`config.mk`:
```
export PLATFORM = sky130hd
export DESIGN_NAME = ap_ctrl_driver
export DESIGN_NICKNAME = d
export VERILOG_FILES = /design/src/rtl/ap_ctrl_driver.sv
export SDC_FILE = /design/constraint.sdc
export NUM_CORES = 1
export LEC_CHECK = 0
export CAP_MARGIN = 30
export CORE_ASPECT_RATIO = 1.4
export CORE_MARGIN = 4
export CORE_UTILIZATION = 57
export CTS_CLUSTER_SIZE = 30
export DETAILED_ROUTE_END_ITERATION = 12
export HOLD_SLACK_MARGIN = 0.06
export PLACE_DENSITY = 0.82
export RECOVER_POWER = 50
export SLEW_MARGIN = 20
export SYNTH_ARGS = -nofsm -noshare
export SYNTH_HDL_FRONTEND = slang
export SYNTH_SLANG_ARGS = --single-unit
```
`constraint.sdc`:
```
create_clock -name clock -period 7.3 [get_ports clock]
set_clock_uncertainty 0.1 [all_clocks]
set_input_delay 0.73 -clock clock [delete_from_list [all_inputs] [get_ports clock]]
set_output_delay 0.73 -clock clock [all_outputs]
set_load 0.005 [all_outputs]
```
`src/rtl/ap_ctrl_driver.sv`:
```
// ---------------------------------------------------------------------------
// ap_ctrl_driver
//   Drives an HLS core through its ap_ctrl_hs / ap_ctrl_chain handshake for a
//   batch of cmd_num transactions, and collects simple performance statistics
//   for the batch. An idle-cycle watchdog parks the block in an error state if
//   the core stops responding. Software leaves that state with 'clear'.
//
// Ports
//   clock         rising-edge clock
//   reset         asynchronous active-low reset (deassertion synchronised)
//   cmd_valid     request to run a batch
//   cmd_num       number of transactions in the batch
//   cmd_ready     high when a batch can be accepted (IDLE)
//   ap_start      start to the core
//   ap_continue   continue to the core
//   ap_ready      core accepted inputs
//   ap_done       core completed a transaction
//   busy          batch in progress
//   started_cnt   number of ap_start & ap_ready handshakes
//   done_cnt      number of counted ap_done pulses (saturates at cmd_num)
//   first_lat     cycles from accept to the first ap_done
//   last_ii       cycles between the two most recent ready handshakes
//   total_cycles  cycles from accept to the final ap_done
//   finish        one-cycle pulse at batch end (success or timeout)
//   error         sticky watchdog timeout flag
//   clear         synchronous clear of error, returns ERR to IDLE
// ---------------------------------------------------------------------------
module ap_ctrl_driver #(
    parameter int CNT_W   = 32,
    parameter int NUM_W   = 16,
    parameter int TIMEOUT = 4096
) (
    input  logic             clock,
    input  logic             reset,
    input  logic             cmd_valid,
    input  logic [NUM_W-1:0] cmd_num,
    output logic             cmd_ready,
    output logic             ap_start,
    output logic             ap_continue,
    input  logic             ap_ready,
    input  logic             ap_done,
    output logic             busy,
    output logic [NUM_W-1:0] started_cnt,
    output logic [NUM_W-1:0] done_cnt,
    output logic [CNT_W-1:0] first_lat,
    output logic [CNT_W-1:0] last_ii,
    output logic [CNT_W-1:0] total_cycles,
    output logic             finish,
    output logic             error,
    input  logic             clear
);

    localparam int WD_W = $clog2(TIMEOUT + 1);

    typedef enum logic [1:0] {
        ST_IDLE  = 2'd0,
        ST_RUN   = 2'd1,
        ST_DRAIN = 2'd2,
        ST_ERR   = 2'd3
    } state_t;

    // Unsigned increment that sticks at all-ones instead of wrapping.
    function automatic logic [CNT_W-1:0] sat_inc(input logic [CNT_W-1:0] v);
        return (&v) ? v : v + CNT_W'(1);
    endfunction

    // Reset synchroniser
    logic [1:0] rst_sync_r;
    logic       rst_int_n_s;

    // FSM
    state_t state_r;
    state_t state_nxt_s;

    // Batch bookkeeping
    logic [NUM_W-1:0] num_r;
    logic [NUM_W-1:0] started_r;
    logic [NUM_W-1:0] done_r;
    logic [CNT_W-1:0] tc_r;
    logic [CNT_W-1:0] first_lat_r;
    logic [CNT_W-1:0] last_ii_r;
    logic [CNT_W-1:0] last_hs_r;
    logic [WD_W-1:0]  wd_r;

    // Registered outputs
    logic cmd_ready_r;
    logic ap_start_r;
    logic ap_continue_r;
    logic busy_r;
    logic finish_r;
    logic error_r;

    // Combinational helpers
    logic             active_s;
    logic             accept_s;
    logic             zero_cmd_s;
    logic             hs_s;
    logic             done_evt_s;
    logic             wd_hit_s;
    logic [NUM_W-1:0] started_nxt_s;
    logic [NUM_W-1:0] done_nxt_s;
    logic [CNT_W-1:0] tc_inc_s;
    logic             cmd_ready_nxt_s;
    logic             ap_start_nxt_s;
    logic             ap_continue_nxt_s;
    logic             busy_nxt_s;
    logic             finish_nxt_s;
    logic             error_nxt_s;

    // Assertion is asynchronous; release ripples through two flops so the
    // core logic leaves reset cleanly on a clock edge.
    always_ff @(posedge clock or negedge reset) begin
        if (!reset) begin
            rst_sync_r <= 2'b00;
        end else begin
            rst_sync_r <= {rst_sync_r[0], 1'b1};
        end
    end

    assign rst_int_n_s = rst_sync_r[1];

    assign active_s      = (state_r == ST_RUN) || (state_r == ST_DRAIN);
    assign accept_s      = (state_r == ST_IDLE) && cmd_valid;
    assign zero_cmd_s    = (cmd_num == {NUM_W{1'b0}});
    // ap_start_r is only ever high in RUN, so this is a RUN-only handshake.
    assign hs_s          = ap_start_r && ap_ready;
    // Dones past the latched count are dropped so done_cnt saturates at num.
    assign done_evt_s    = active_s && ap_done && (done_r < num_r);
    assign started_nxt_s = hs_s ? started_r + NUM_W'(1) : started_r;
    assign done_nxt_s    = done_evt_s ? done_r + NUM_W'(1) : done_r;
    assign tc_inc_s      = sat_inc(tc_r);
    // Any ap_done (even an ignored surplus one) counts as core activity.
    assign wd_hit_s      = active_s && !hs_s && !ap_done &&
                           (wd_r == WD_W'(TIMEOUT - 1));

    // Next-state and next-output decode; outputs follow the next state so
    // they can be registered without an extra cycle of lag.
    always_comb begin
        state_nxt_s = state_r;
        case (state_r)
            ST_IDLE: begin
                if (accept_s && !zero_cmd_s) begin
                    state_nxt_s = ST_RUN;
                end else begin
                    state_nxt_s = ST_IDLE;
                end
            end
            ST_RUN: begin
                if (done_nxt_s == num_r) begin
                    state_nxt_s = ST_IDLE;
                end else if (wd_hit_s) begin
                    state_nxt_s = ST_ERR;
                end else if (started_nxt_s == num_r) begin
                    state_nxt_s = ST_DRAIN;
                end else begin
                    state_nxt_s = ST_RUN;
                end
            end
            ST_DRAIN: begin
                if (done_nxt_s == num_r) begin
                    state_nxt_s = ST_IDLE;
                end else if (wd_hit_s) begin
                    state_nxt_s = ST_ERR;
                end else begin
                    state_nxt_s = ST_DRAIN;
                end
            end
            ST_ERR: begin
                if (clear) begin
                    state_nxt_s = ST_IDLE;
                end else begin
                    state_nxt_s = ST_ERR;
                end
            end
            default: begin
                state_nxt_s = ST_IDLE;
            end
        endcase

        cmd_ready_nxt_s   = (state_nxt_s == ST_IDLE);
        ap_continue_nxt_s = (state_nxt_s == ST_RUN) || (state_nxt_s == ST_DRAIN);
        busy_nxt_s        = ap_continue_nxt_s;
        error_nxt_s       = (state_nxt_s == ST_ERR);
        // On accept the started count restarts from zero, so start is owed.
        if (state_nxt_s != ST_RUN) begin
            ap_start_nxt_s = 1'b0;
        end else if (accept_s) begin
            ap_start_nxt_s = 1'b1;
        end else begin
            ap_start_nxt_s = (started_nxt_s < num_r);
        end
        // Pulse on zero-length accept, normal completion, or watchdog entry.
        finish_nxt_s = (accept_s && zero_cmd_s) ||
                       (active_s && (state_nxt_s == ST_IDLE)) ||
                       (active_s && (state_nxt_s == ST_ERR));
    end

    // FSM state register.
    always_ff @(posedge clock or negedge rst_int_n_s) begin
        if (!rst_int_n_s) begin
            state_r <= ST_IDLE;
        end else begin
            state_r <= state_nxt_s;
        end
    end

    // Output registers.
    always_ff @(posedge clock or negedge rst_int_n_s) begin
        if (!rst_int_n_s) begin
            cmd_ready_r   <= 1'b1;
            ap_start_r    <= 1'b0;
            ap_continue_r <= 1'b0;
            busy_r        <= 1'b0;
            finish_r      <= 1'b0;
            error_r       <= 1'b0;
        end else begin
            cmd_ready_r   <= cmd_ready_nxt_s;
            ap_start_r    <= ap_start_nxt_s;
            ap_continue_r <= ap_continue_nxt_s;
            busy_r        <= busy_nxt_s;
            finish_r      <= finish_nxt_s;
            error_r       <= error_nxt_s;
        end
    end

    // Batch counters, statistics and watchdog. Everything freezes outside
    // RUN/DRAIN so results stay readable until the next accept.
    always_ff @(posedge clock or negedge rst_int_n_s) begin
        if (!rst_int_n_s) begin
            num_r       <= {NUM_W{1'b0}};
            started_r   <= {NUM_W{1'b0}};
            done_r      <= {NUM_W{1'b0}};
            tc_r        <= {CNT_W{1'b0}};
            first_lat_r <= {CNT_W{1'b0}};
            last_ii_r   <= {CNT_W{1'b0}};
            last_hs_r   <= {CNT_W{1'b0}};
            wd_r        <= {WD_W{1'b0}};
        end else if (accept_s) begin
            num_r       <= cmd_num;
            started_r   <= {NUM_W{1'b0}};
            done_r      <= {NUM_W{1'b0}};
            tc_r        <= {CNT_W{1'b0}};
            first_lat_r <= {CNT_W{1'b0}};
            last_ii_r   <= {CNT_W{1'b0}};
            last_hs_r   <= {CNT_W{1'b0}};
            wd_r        <= {WD_W{1'b0}};
        end else if (active_s) begin
            started_r <= started_nxt_s;
            done_r    <= done_nxt_s;
            tc_r      <= tc_inc_s;
            if (hs_s || ap_done) begin
                wd_r <= {WD_W{1'b0}};
            end else begin
                wd_r <= wd_r + WD_W'(1);
            end
            // tc_inc_s is the cycle index of this edge, counting accept as 0.
            if (done_evt_s && (done_r == {NUM_W{1'b0}})) begin
                first_lat_r <= tc_inc_s;
            end else begin
                first_lat_r <= first_lat_r;
            end
            if (hs_s) begin
                last_hs_r <= tc_inc_s;
                if (started_r != {NUM_W{1'b0}}) begin
                    last_ii_r <= tc_inc_s - last_hs_r;
                end else begin
                    last_ii_r <= last_ii_r;
                end
            end else begin
                last_hs_r <= last_hs_r;
                last_ii_r <= last_ii_r;
            end
        end else begin
            num_r       <= num_r;
            started_r   <= started_r;
            done_r      <= done_r;
            tc_r        <= tc_r;
            first_lat_r <= first_lat_r;
            last_ii_r   <= last_ii_r;
            last_hs_r   <= last_hs_r;
            wd_r        <= wd_r;
        end
    end

    assign cmd_ready    = cmd_ready_r;
    assign ap_start     = ap_start_r;
    assign ap_continue  = ap_continue_r;
    assign busy         = busy_r;
    assign finish       = finish_r;
    assign error        = error_r;
    assign started_cnt  = started_r;
    assign done_cnt     = done_r;
    assign first_lat    = first_lat_r;
    assign last_ii      = last_ii_r;
    assign total_cycles = tc_r;

endmodule

```
# Word-level counts from Yosys, hierarchy flattened
# Cells that the tools add are included.
[totals] ff_bits=198 inputBits=22 wordCells=97
[op_classes] addsub=5 magnitude_cmp=2 n_eq_ne=10 n_mux=32 n_reduce_logical=33
[ops] operator="$mux 32" count=13
[ops] operator="$mux 16" count=6
[ops] operator="$mux 13" count=3
[ops] operator="$add 16x1->16 const B" count=2
[ops] operator="$add 32x1->32 const B" count=1
[ops] operator="$eq 16x16->1" count=2
[ops] operator="$logic_not 16->1" count=2
[ops] operator="$lt 16x16->1" count=2
[ops] operator="$reduce_and 32->1" count=1
[ops] operator="$sub 32x32->32" count=1
[ops] operator="$reduce_bool 16->1" count=1
[ops] operator="$add 13x1->13 const B" count=1
[ops] operator="$eq 13x12->1 const B" count=1
[ops] operator="$logic_and 1x1->1" count=12
[ops] operator="$mux 2" count=5
[ops] operator="$eq 2x2->1 const B" count=4
[ops] operator="$pmux 2 s4" count=1
[ops] operator="$reduce_bool 2->1" count=4
[ops] operator="$logic_or 1x1->1" count=5
[ops] operator="$eq 2x1->1 const B" count=2
[ops] operator="$logic_not 2->1" count=2
[ops] operator="$mux 1" count=4
[ops] operator="$reduce_and 2->1" count=2
[ops] operator="$logic_not 1->1" count=3
[ops] operator="2 further kinds" count=2

# Longest topological paths before layout
[depth] depth_word=12 ltp_mapped=22

# Least setup slack after synthesis
# OpenSTA, ideal clock, no wires.
[synth_timing] path_type="reg-to-reg" startpoint="reg tc_r[27], in the netlist total_cycles[27]" endpoint="reg last_ii_r[31], in the netlist last_ii[31]" arrival_ns=4.403 path_slack_ns=2.661 path_stages_with_launch=23 period_less_slack_ns=4.639 path_cell_list="dfrtp_1 -> buf_6 -> nand4_2 -> or3_1 -> or4_4 -> buf_6 -> nor2b_1 -> clkbuf_1 -> nand2_1 -> nor2_1 -> xnor2_1 -> inv_1 -> ha_1 -> a21o_1 -> a21o_1 -> a21oi_1 -> a2bb2oi_1 -> a31oi_1 -> nand4_1 -> o21ai_0 -> a221oi_1 -> mux2i_1 -> a21oi_1"
[synth_between] elab_chain_cells=7
[synth_rtl] item="start, declared" line="79" rtl="logic [CNT_W-1:0] tc_r;"
[synth_rtl] item="start signal, assigned" line="233" rtl="tc_r <= {CNT_W{1'b0}};"
[synth_rtl] item="start signal, assigned" line="242" rtl="tc_r <= {CNT_W{1'b0}};"
[synth_rtl] item="start signal, assigned" line="250" rtl="tc_r <= tc_inc_s;"
[synth_rtl] item="$add 32x1->32 or $reduce_and 32->1 (tied branches)" line="64" rtl="return (&v) ? v : v + CNT_W'(1);"
[synth_rtl] item="$mux 32 (*)" line="64"
[synth_rtl] item="$sub 32x32->32 (*)" line="265" rtl="last_ii_r <= tc_inc_s - last_hs_r;"
[synth_rtl] item="$mux 32 (*)" line="264" rtl="if (started_r != {NUM_W{1'b0}}) begin"
[synth_rtl] item="$mux 32 (*)" line="262" rtl="if (hs_s) begin"
[synth_rtl] item="$mux 32 (*)" line="247" rtl="end else if (active_s) begin"
[synth_rtl] item="$mux 32 (*)" line="238" rtl="end else if (accept_s) begin"
[synth_rtl] item="end signal, assigned" line="244" rtl="last_ii_r <= {CNT_W{1'b0}};"
[synth_rtl] item="end signal, assigned" line="265"
[synth_rtl] item="end signal, assigned" line="267" rtl="last_ii_r <= last_ii_r;"
[synth_rtl] item="end, declared" line="81" rtl="logic [CNT_W-1:0] last_ii_r;"
# Every way passes the cells marked *; elsewhere a longest branch is shown, timed or not. The select of a mux whose other input is x is not followed.
# A chain may end at the register's enable or synchronous reset.

# Worst setup path after layout
[layout_timing] startpoint="in cmd_valid" endpoint="reg wd_r[5]"
[layout_between] elab_chain_cells=2
[layout_rtl] item="start, declared" line="35" rtl="input logic cmd_valid,"
[layout_rtl] item="$logic_and 1x1->1 (*)" line="123" rtl="assign accept_s = (state_r == ST_IDLE) && cmd_valid;"
[layout_rtl] item="$mux 13 or $reduce_bool 2->1 (tied branches)"
[layout_rtl] item="end signal, assigned" line="237" rtl="wd_r <= {WD_W{1'b0}};"
[layout_rtl] item="end signal, assigned" line="246" rtl="wd_r <= {WD_W{1'b0}};"
[layout_rtl] item="end signal, assigned" line="252" rtl="wd_r <= {WD_W{1'b0}};"
[layout_rtl] item="end, declared" line="83" rtl="logic [WD_W-1:0] wd_r;"
# Every way passes the cells marked *; elsewhere a longest branch is shown, timed or not.

==> summary.txt <==
Status
  • Status: complete, but fails checks
  • Failing checks: capacitance limit, slew limit

Critical path
  • Crit Reg-Reg Endpoint: wd_r[5]
  • Startpoint types: input pin
  • Reg2reg start: state_r[0]
  • CP Class: in2reg
  • CP max stage delay: 3.24 ns
  • Worst Path Arrival: between 6 and 7 ns
  • Worst r2r path cells: 7
  • CP required: 7.51 ns
  • Crit-path max FO: 90
  • Worst setup EP type: flop
  • Crit-path cells: dlygate4sd3_1 > and2_0 > nor2_1 > and2_1 > nand2_1 > o21ai_0
  • CP bufs+invs: 1
  • Setup slack, reg-to-reg: 1.64 ns
  • CP top delay family: simple AND/OR/NAND/NOR gates
  • Critical-path top delay cell: and2_0

CTS
  • CTS buffer count: 17
  • CTS tree: built
  • Clock slew at reported path FFs: roughly 0.07 ns
  • CTS Sinks: about 200
  • CTS root buf: clkbuf_16
  • H-tree levels: 4
  • Worst-case clock buffer depth: 2
  • # Post-CTS Setup Buffers: 0
  • Gates resized, CTS repair: 0
  • Clk_lat worst skew: between 0.4 and 0.5 ns
  • Post-CTS Hold Fix Bufs: 0

Timing
  • Final min period: 5.80 ns
  • # setup viols final: 0
  • Tcrit/Tclk final: 79.5%
  • Setup TNS: 0 ns
  • RSZ-0062 raised after global routing: false
  • Fmax: 172 MHz
  • Fin. max-slew vios: 189
  • Max-slew headroom: -202%
  • Worst-Margin Slew: 4.53 ns
  • Hold Vio Cnt, Final: 0

Synth
  • Ys Warns: 0
  • EDFF count, synth: 0
  • Syn_nets: between 1000 and 1500
  • Synth unique cells: 76
  • Cell count after synthesis: 1400
  • Syn Std Cell Area: about 0.012 sq mm
  • Post-Syn Area per Cell: 8.79 sq um
  • Async set or reset register ratio after synthesis: 100%
  • Seq cells post-synth: 198
  • Primary FF master, synth: dfrtp_1
  • Sequential share of the synthesized area: 40.3%

Final layout
  • Finished Layout Cells: 1788
  • Nets: 1614
  • Area Overhead vs Synth: 18.8%
  • Most frequent cells in the layout: nor2_1 (200), dfrtp_1 (197), nand2_1 (103)
  • Core Util, Final: 68.9%
  • Ant diodes: 0
  • Share of layout cells above drive strength 1: 3.99%
  • Leading cell type in the layout, fill and taps excluded: nor2_1

Global routing
  • Vias in the first global route: 10514
  • Initial antenna violation count: 0
  • Global-route wire length before repair: 52600 um
  • Gr usage total: approximately 27%
  • GR Overflow Total: 0
  • Largest net degree at the start of global routing: 134

Power and ir drop
  • Sequential power share: about a third
  • Clk pwr share: 21.8%
  • Sw Share: 38.0%
  • Pwr Density: approximately 320 mW/mm^2
  • Power Internal: 0.00288 W
  • NetSw: 0.00177 W
  • Comb power frac: 44.0%
  • Leakage power: 6.99 nW
  • Peak VDD IR: about 0.25 mV

Place
  • Placed insts: 1755
  • GP Congestion: 0.951
  • Port bufs: 155
  • Hpwl dp: between 20000 and 25000 um

Worst hold path
  • Hold endpoint: rst_sync_r[1]
  • Hold Crit Class: reg2reg
  • Hold depth: 0
  • Beginning of the worst hold path: rst_sync_r[0]

Die
  • Num ports: 156
  • Die H: around 180 um
  • CORE AREA: 0.0212 sq mm
  • Initial Utilization: 58.0%
  • Chip Width: around 130 um
  • FP Rows: 63
  • Die Area: around 0.024 sq mm

Drt
  • Drt initial violations: between 500 and 600
  • Drc violations: 0
  • Post-DRT Antenna Nets: 0
  • DRT Wirelength: 31900 um
  • Vias after detailed routing: roughly 11000
  • Drt wl/cell: 17.8 um
  • Number of detailed-route iterations in the first pass: 5
  • Vias per cell: 5.91

Run
  • Max-Cap Viols: 3
[kinds of logic (layout without fill, tap and decap cells)]
| family | after synthesis | in the layout | synth area share [%] |
|---|---|---|---|
| and+or+nand+nor | 515 | 515 | 20.0 |
| AOI/OAI and AO/OA | 304 | 304 | 15.9 |
| DFF | 198 | 198 | 40.3 |
| buffers and inverters | 162 | 290 | 5.37 |
| xor gates and xnor gates | 127 | 127 | 9.21 |
| adders and majority gates | 77 | 77 | 7.89 |
| muxes | 16 | 16 | 1.32 |
| other | 1 | 1 | 0.0305 |
[synthesized netlist by cell type, types with 7 or more instances]
library cell	instances	area (sq um)
a211oi_1	68	510
inv_1	95	357
o21a_1	10	75.1
nor2_1	201	754
nor4_1	13	81.3
nor3_1	12	60.1
xnor2_1	54	473
and2_1	8	50.1
dfrtp_1	197	4930
nor2b_1	11	68.8
o21ai_0	75	375
nand2b_1	11	68.8
and4_1	7	61.3
buf_2	11	55.1
a21oi_1	76	380
xor2_1	71	622
nand3_1	48	240
mux2i_1	14	140
and3_1	35	219
nand4_1	20	125
a21o_1	22	165
ha_1	76	951
or3_1	21	131
nand2_1	104	390
clkbuf_1	43	161
[worst reg2reg max path, cell delays in order, from the launching register on]
cell and delay [ns]:
dfrtp_1 0.41, inv_1 0.12, ha_1 0.19, and2_0 3.23, nor2_1 0.90, and2_1 0.44
nand2_1 0.07, o21ai_0 0.08
[layout make-up]
| type | count | area (sq um) |
|---|---|---|
| Timing Repair Buffer | 163 | 1640 |
| Tap cell | 260 | 325 |
| Fill cell | 1689 | 6590 |
| Inverter | 95 | 357 |
| Sequential cell | 198 | 4960 |
| Clock inverter | 11 | 170 |
| Multi-Input combinational cell | 1040 | 6700 |
| Clock buffer | 21 | 470 |
[power by group through the flow]
stage	Sequential (W)	Combinational (W)	Clock, W
after floorplan	0.00158	0.00132	0
after global placement	0.00160	0.00200	0
after detailed placement	0.00161	0.00207	0
after CTS	0.00159	0.00208	0.00103
after global routing	0.00163	0.00228	0.00107
final	0.00159	0.00204	0.00101
[worst max path at each step]
stage	startpoint	endpoint	slack, ns	cells past startpoint
after global placement	total_cycles[3]	last_ii[31]	2.25	19
final	cmd_valid	wd_r[5]	1.50	6
after floorplan	rst_sync_r[1]	ap_start	1.28	0
after CTS	total_cycles[27]	last_ii[31]	2.11	16
after detailed placement	total_cycles[3]	last_ii[31]	2.16	16
after global routing	cmd_valid	wd_r[5]	0.88	6
[flip-flops by register name (all words and copies together) (netlist names)]
register      cells
first_lat        32
last_hs_r        32
last_ii          32
total_cycles     32
done_cnt         16
num_r            16
started_cnt      16
wd_r             13
rst_sync_r        2
state_r           2
ap_start          1
busy              1
cmd_ready         1
error             1
finish            1
[through the flow]
step | cell area, sq um | hold WS [ns] | setup slack (ns) | power (W)
after floorplan | 12300 | 0.231 | 1.28 | 0.00290
after global placement | 14000 | 0.238 | 2.25 | 0.00361
after detailed placement | 14000 | 0.243 | 2.16 | 0.00368
after CTS | 14600 | 0.259 | 2.11 | 0.00470
after global routing | 14600 | 0.262 | 0.882 | 0.00498
final | 14600 | 0.257 | 1.50 | 0.00465
[routing by layer]
metal | global-route usage, % | up-vias | routed length, um | part of all wire [%]
met5 | 0 | - | 0 | 0
met2 | 46.8 | 342 | 16100 | 50
met4 | 12.8 | 0 | 1390 | 4.3
met1 | 32.4 | 5056 | 12800 | 40
met3 | 4.55 | 83 | 1640 | 5.1
li1 | - | 5087 | - | -
Power figures use the tool's default switching activity.
